==> src/rtl/mru_pkg.sv <==
// rtl/mru_pkg.sv - shared types, ID range and LED decode for the MRU player
package mru_pkg;
  typedef enum logic [1:0] {IDLE, SHOW, GAP, DONE} state_t;

  localparam int ID_W   = 3;
  localparam int ID_MIN = 1;
  localparam int ID_MAX = 4;

  // Button ID to one-hot LED vector {l4, l3, l2, l1}; out-of-range IDs light nothing.
  function automatic logic [3:0] id_to_led(input logic [ID_W-1:0] id);
    case (id)
      3'd1:    id_to_led = 4'b0001;
      3'd2:    id_to_led = 4'b0010;
      3'd3:    id_to_led = 4'b0100;
      3'd4:    id_to_led = 4'b1000;
      default: id_to_led = 4'b0000;
    endcase
  endfunction
endpackage

==> src/rtl/mru_player_if.sv <==
// rtl/mru_player_if.sv - push/play request and LED/status bundle of the MRU player
interface mru_player_if #(
  parameter int DEPTH = 3
);
  import mru_pkg::*;

  localparam int CNT_W = $clog2(DEPTH + 1);

  logic            push_valid;
  logic [ID_W-1:0] push_id;
  logic            play;
  logic            l1;
  logic            l2;
  logic            l3;
  logic            l4;
  logic            busy;
  logic            done;
  logic [CNT_W-1:0] count;

  modport master (
    output push_valid, push_id, play,
    input  l1, l2, l3, l4, busy, done, count
  );

  modport slave (
    input  push_valid, push_id, play,
    output l1, l2, l3, l4, busy, done, count
  );
endinterface

==> src/rtl/tick_gen.sv <==
// rtl/tick_gen.sv - free-running divider emitting a one-cycle tick every TICK_DIV clocks
module tick_gen #(
  parameter int TICK_DIV = 4
) (
  input  logic clk,
  input  logic rst,
  output logic tick
);
  localparam int CW = (TICK_DIV > 1) ? $clog2(TICK_DIV) : 1;

  logic [CW-1:0] cnt;

  assign tick = (cnt == CW'(TICK_DIV - 1));

  always_ff @(posedge clk or posedge rst) begin
    if (rst) begin
      cnt <= '0;
    end else if (tick) begin
      cnt <= '0;
    end else begin
      cnt <= cnt + CW'(1);
    end
  end
endmodule

==> src/rtl/mru_player.sv <==
// rtl/mru_player.sv - bounded most-recent-first push history replayed newest-first onto four LEDs
module mru_player
  import mru_pkg::*;
#(
  parameter int DEPTH      = 3,
  parameter int TICK_DIV   = 4,
  parameter int HOLD_TICKS = 2
) (
  input  logic        clk,
  input  logic        rst,
  mru_player_if.slave bus
);
  localparam int CNT_W = $clog2(DEPTH + 1);
  localparam int HW    = (HOLD_TICKS > 1) ? $clog2(HOLD_TICKS) : 1;

  logic             tick;
  state_t           state;
  logic [ID_W-1:0]  hist [DEPTH];
  logic [CNT_W-1:0] count;
  logic [HW-1:0]    hold;
  logic [3:0]       led;
  logic             busy;
  logic             done;
  logic             push_ok;
  logic             full;

  tick_gen #(.TICK_DIV(TICK_DIV)) u_tick (
    .clk  (clk),
    .rst  (rst),
    .tick (tick)
  );

  assign full    = (count == CNT_W'(DEPTH));
  assign push_ok = (state == IDLE) && bus.push_valid &&
                   (bus.push_id >= ID_W'(ID_MIN)) && (bus.push_id <= ID_W'(ID_MAX));

  always_ff @(posedge clk or posedge rst) begin
    if (rst) begin
      state <= IDLE;
      count <= '0;
      hold  <= '0;
      led   <= '0;
      busy  <= 1'b0;
      done  <= 1'b0;
      for (int i = 0; i < DEPTH; i++) hist[i] <= '0;
    end else begin
      case (state)
        IDLE: begin
          if (push_ok) begin
            for (int i = DEPTH - 1; i > 0; i--) hist[i] <= hist[i-1];
            hist[0] <= bus.push_id;
            if (!full) count <= count + CNT_W'(1);
          end
          // A same-cycle push lands first, so it becomes the first entry shown.
          if (bus.play) begin
            busy <= 1'b1;
            hold <= '0;
            if (push_ok || (count != '0)) begin
              state <= SHOW;
              led   <= id_to_led(push_ok ? bus.push_id : hist[0]);
            end else begin
              state <= DONE;
              done  <= 1'b1;
            end
          end
        end
        SHOW: begin
          if (tick) begin
            if (hold == HW'(HOLD_TICKS - 1)) begin
              for (int i = 0; i < DEPTH - 1; i++) hist[i] <= hist[i+1];
              hist[DEPTH-1] <= '0;
              count <= count - CNT_W'(1);
              led   <= '0;
              state <= GAP;
            end else begin
              hold <= hold + HW'(1);
            end
          end
        end
        GAP: begin
          if (tick) begin
            if (count != '0) begin
              state <= SHOW;
              hold  <= '0;
              led   <= id_to_led(hist[0]);
            end else begin
              state <= DONE;
              done  <= 1'b1;
            end
          end
        end
        DONE: begin
          done  <= 1'b0;
          busy  <= 1'b0;
          state <= IDLE;
        end
        default: state <= IDLE;
      endcase
    end
  end

  assign bus.l1    = led[0];
  assign bus.l2    = led[1];
  assign bus.l3    = led[2];
  assign bus.l4    = led[3];
  assign bus.busy  = busy;
  assign bus.done  = done;
  assign bus.count = count;
endmodule
==> src/flat_wrapper.sv <==
// flat-port wrapper written by rule: the top's interface ports become plain ports
module mru_player_flat import mru_pkg::*;
#(
  parameter int DEPTH      = 3,
  parameter int TICK_DIV   = 4,
  parameter int HOLD_TICKS = 2
)
  (clk, rst, bus_push_valid, bus_push_id, bus_play, bus_l1, bus_l2, bus_l3, bus_l4, bus_busy, bus_done, bus_count);
  mru_player_if #(.DEPTH(DEPTH)) bus_i ();
  input  logic clk;
  input  logic rst;
  input wire logic [$bits(bus_i.push_valid)-1:0] bus_push_valid;
  input wire logic [$bits(bus_i.push_id)-1:0] bus_push_id;
  input wire logic [$bits(bus_i.play)-1:0] bus_play;
  output wire logic [$bits(bus_i.l1)-1:0] bus_l1;
  output wire logic [$bits(bus_i.l2)-1:0] bus_l2;
  output wire logic [$bits(bus_i.l3)-1:0] bus_l3;
  output wire logic [$bits(bus_i.l4)-1:0] bus_l4;
  output wire logic [$bits(bus_i.busy)-1:0] bus_busy;
  output wire logic [$bits(bus_i.done)-1:0] bus_done;
  output wire logic [$bits(bus_i.count)-1:0] bus_count;
  assign bus_i.push_valid = bus_push_valid;
  assign bus_i.push_id = bus_push_id;
  assign bus_i.play = bus_play;
  assign bus_l1 = bus_i.l1;
  assign bus_l2 = bus_i.l2;
  assign bus_l3 = bus_i.l3;
  assign bus_l4 = bus_i.l4;
  assign bus_busy = bus_i.busy;
  assign bus_done = bus_i.done;
  assign bus_count = bus_i.count;
  mru_player #(.DEPTH(DEPTH), .TICK_DIV(TICK_DIV), .HOLD_TICKS(HOLD_TICKS)) u_core (.clk(clk), .rst(rst), .bus(bus_i));
endmodule
==> config.mk <==
export PLATFORM = sky130hd
export DESIGN_NAME = mru_player_flat
export DESIGN_NICKNAME = d
export VERILOG_FILES = /design/src/rtl/mru_pkg.sv /design/src/rtl/mru_player_if.sv /design/src/rtl/tick_gen.sv /design/src/rtl/mru_player.sv /design/src/flat_wrapper.sv
export SDC_FILE = /design/constraint.sdc
export NUM_CORES = 1
export LEC_CHECK = 0
export ABC_AREA = 1
export BUFFER_PORTS_ARGS = -buffer_cell sky130_fd_sc_hd__buf_2
export CORE_MARGIN = 10
export CORE_UTILIZATION = 46
export CTS_CLUSTER_DIAMETER = 40
export DETAILED_ROUTE_END_ITERATION = 10
export GPL_TIMING_DRIVEN = 0
export SLEW_MARGIN = 10
export SYNTH_ARGS = -nofsm -noshare
export SYNTH_HDL_FRONTEND = slang
export SYNTH_SLANG_ARGS = --single-unit
export TNS_END_PERCENT = 30
==> constraint.sdc <==
create_clock -name clk -period 2.1 [get_ports clk]
set_input_delay 0.21 -clock clk [delete_from_list [all_inputs] [get_ports clk]]
set_output_delay 0.21 -clock clk [all_outputs]
set_load 0.05 [all_outputs]
==> impl_metrics.yaml <==
status:
  status: "finished clean"
clocking:
  cts_hold_buf: 0
  clock_latency_ns: 0.31
  cts_setup_buffers: 0
  htreeDepth: 1
  cts_tree: "yes"
  cts_num_sinks: 22
  clk_pin_slew_worst_paths_ns: 0.12
  ctsResizeCount: 0
  root_buffer: "clkbuf_4"
  numCtsBuffers: 3
  clockBufferDepth: 2
setup_path:
  crit_required_ns: 2.31
  critPathMaxStageDelay_ns: 0.41
  critPathBufInv: 5
  path_class: "register to register"
  crit_top_cell: "nand2_4"
  path_cells: "inv_1 -> ha_1 -> buf_6 -> nand2_2 -> clkinv_2 -> nand3_4 -> nand2_4 -> nand2_4 -> inv_6 -> buf_12 -> o211ai_2 -> o21ai_2"
  ff2ff_path_depth: 12
  critical_path.slowest_cell: "dfrtp_1"
  path_max_fanout: 10
  end_kind: "register"
  crit_arrival_ns: 2.04
  cp_top_family: "buffers and inverters"
  cp_num_cells: 12
  worstSetupStartpointType: "register"
die:
  ios: 15
  dieArea_mm2: 0.00569
  die_w_um: 75.4
  die_h_um: 75.4
  start_util: 0.470
  rows: 20
  core_mm2: 0.00300
synthesis:
  ys_seq_area_frac: 0.390
  synth_top_area_frac: 0.390
  synth_flop_cell: "dfrtp_1"
  synthesis.area_mm2: 0.00141
  synth_common_cells: "nand2_1, dfrtp_1, nor2_1"
  synth_most_common_cell: "nand2_1"
  netlist.top_cell.by_area: "dfrtp_1"
  postSynthCellCount: 175
  synthesis.nets: 188
  syn_avg_cell_area_um2: 8.07
  yosys_warnings: 0
  ys_seq_elements: 22
  synth_area_leaders: "dfrtp_1, nand2_1, ha_1"
  synth_cell_types: 29
  synth_edf_count: 0
  async_flop_share: 1.00
placement:
  dp.cells: 222
  dp_hpwl_mm: 2.13
  portBuffers: 14
  routabilityCongestion: 0.781
timing:
  slew_headroom: 0.449
  setup_viol: 0
  finalHoldWorstSlack_ns: 0.0403
  clock.fmax_mhz: 546
  tns_ns: 0
  worst_slew_pin_slew_ns: 0.826
  rsz0062_at_grt: "false"
  clock_skew_ns: 0.00192
  finalHoldViolCount: 0
  final.period_utilization: 0.872
  period_needed_ns: 1.83
  report.final.slew_viol_count: 0
layout:
  antenna_cells: 0
  drive_above_1_share: 0.249
  fin_nets: 207
  nFillCells: 292
  fin_cells: 226
  finish.utilization: 0.525
  area_delta_synth_final_pct: 11.6
run:
  max-cap-violations: 0
global_routing:
  first_global_vias: 1057
  antenna_found_initial: 0
  track_usage: 0.100
  grt_max_degree: 23
  grt_first_pass_wirelength_mm: 4.53
  grt_overflow: 0
drt:
  drcViolationCount: 0
  firstDrtPassIters: 4
  vias: 1147
  ant_nets: 0
  routedWlPerCell_um: 12.1
  drt_iter0_drc: 53
  drt-vias-per-instance: 5.08
  routed_wl_mm: 2.73
min_path:
  hold_class: "input pin to async pin"
-- state kept, by name, indices dropped and copies added, names as in the netlist --
name / flops
u_core.hist: 9
u_core.led: 4
u_core.bus.count: 2
u_core.state: 2
u_core.u_tick.cnt: 2
u_core.bus.busy: 1
u_core.bus.done: 1
u_core.hold: 1
-- worst paths after layout --
path	slack (ns)	end	start
min reg2reg	0.46	u_core.u_tick.cnt[0]	u_core.u_tick.cnt[0]
max in group asynchronous	1.55	u_core.hist[7]	rst
max reg2reg	0.27	u_core.hist[3]	u_core.state[0]
max	0.27	u_core.hist[3]	u_core.state[0]
min	0.04	u_core.u_tick.cnt[1]	rst
min in group clk	0.19	u_core.hist[8]	bus_push_id[2]
-- metal layers --
layer  part of all wire  track usage  wire (um)  up-vias
li1                   -            -          -      606
met1               0.48        0.118       1320      525
met2               0.47        0.176       1290       14
met3              0.038       0.0313        103        2
met4             0.0048       0.0186         13        0
met5                  0            0          0        -
-- layout make-up --
| cell class | count | area [um2] | share of cell area |
|---|---|---|---|
| repair buffers | 14 | 70.1 | 0.0444 |
| inverters | 24 | 98.8 | 0.0627 |
| flip-flops and latches | 22 | 551 | 0.349 |
| plain buffers | 3 | 42.5 | 0.0270 |
| clock inverters | 1 | 30.0 | 0.0190 |
| clock buffers | 3 | 22.5 | 0.0143 |
| well taps | 33 | 41.3 | 0.0262 |
| multi-input cells | 126 | 721 | 0.457 |
-- logic make-up (layout without fill, tap and decap cells) --
group                    count (synthesis)  after routing  synth area share
XOR/XNOR                                 2              2            0.0124
AO/OA/AOI/OAI                           30             30             0.153
AND/OR/NAND/NOR                         88             88             0.291
flip-flops                              22             22             0.390
buffers and inverters                   27             45             0.100
adder cells (fa/ha/maj)                  6              6            0.0531
-- stage by stage --
stage                     area [um2]  worst slack, ns
after detailed placement        1520            0.282
after global placement          1520            0.336
final                           1580            0.269
after CTS                       1580            0.277
after floorplan                 1410            0.473
after global routing            1580            0.181
-- cell usage in the layout, fill, tap and decap left out, types with 2 or more instances in the layout --
| master | count |
|---|---|
| a21oi_1 | 4 |
| o21ai_0 | 8 |
| nor2_2 | 2 |
| nand4_1 | 4 |
| dfrtp_1 | 22 |
| nand2_1 | 43 |
| o31ai_1 | 3 |
| nor3_1 | 4 |
| o211ai_1 | 4 |
| nor2_1 | 19 |
| clkbuf_4 | 3 |
| o21ai_2 | 6 |
| o211ai_2 | 3 |
| inv_2 | 3 |
| nand2_4 | 3 |
| buf_2 | 14 |
| nand2_2 | 4 |
| buf_6 | 2 |
| inv_1 | 17 |
| nand3_1 | 7 |
| ha_1 | 6 |
| xnor2_1 | 2 |
Power is left out: the tool's default activity adds up to more than one toggle a clock period on the data nets, which glitch-free logic cannot reach.
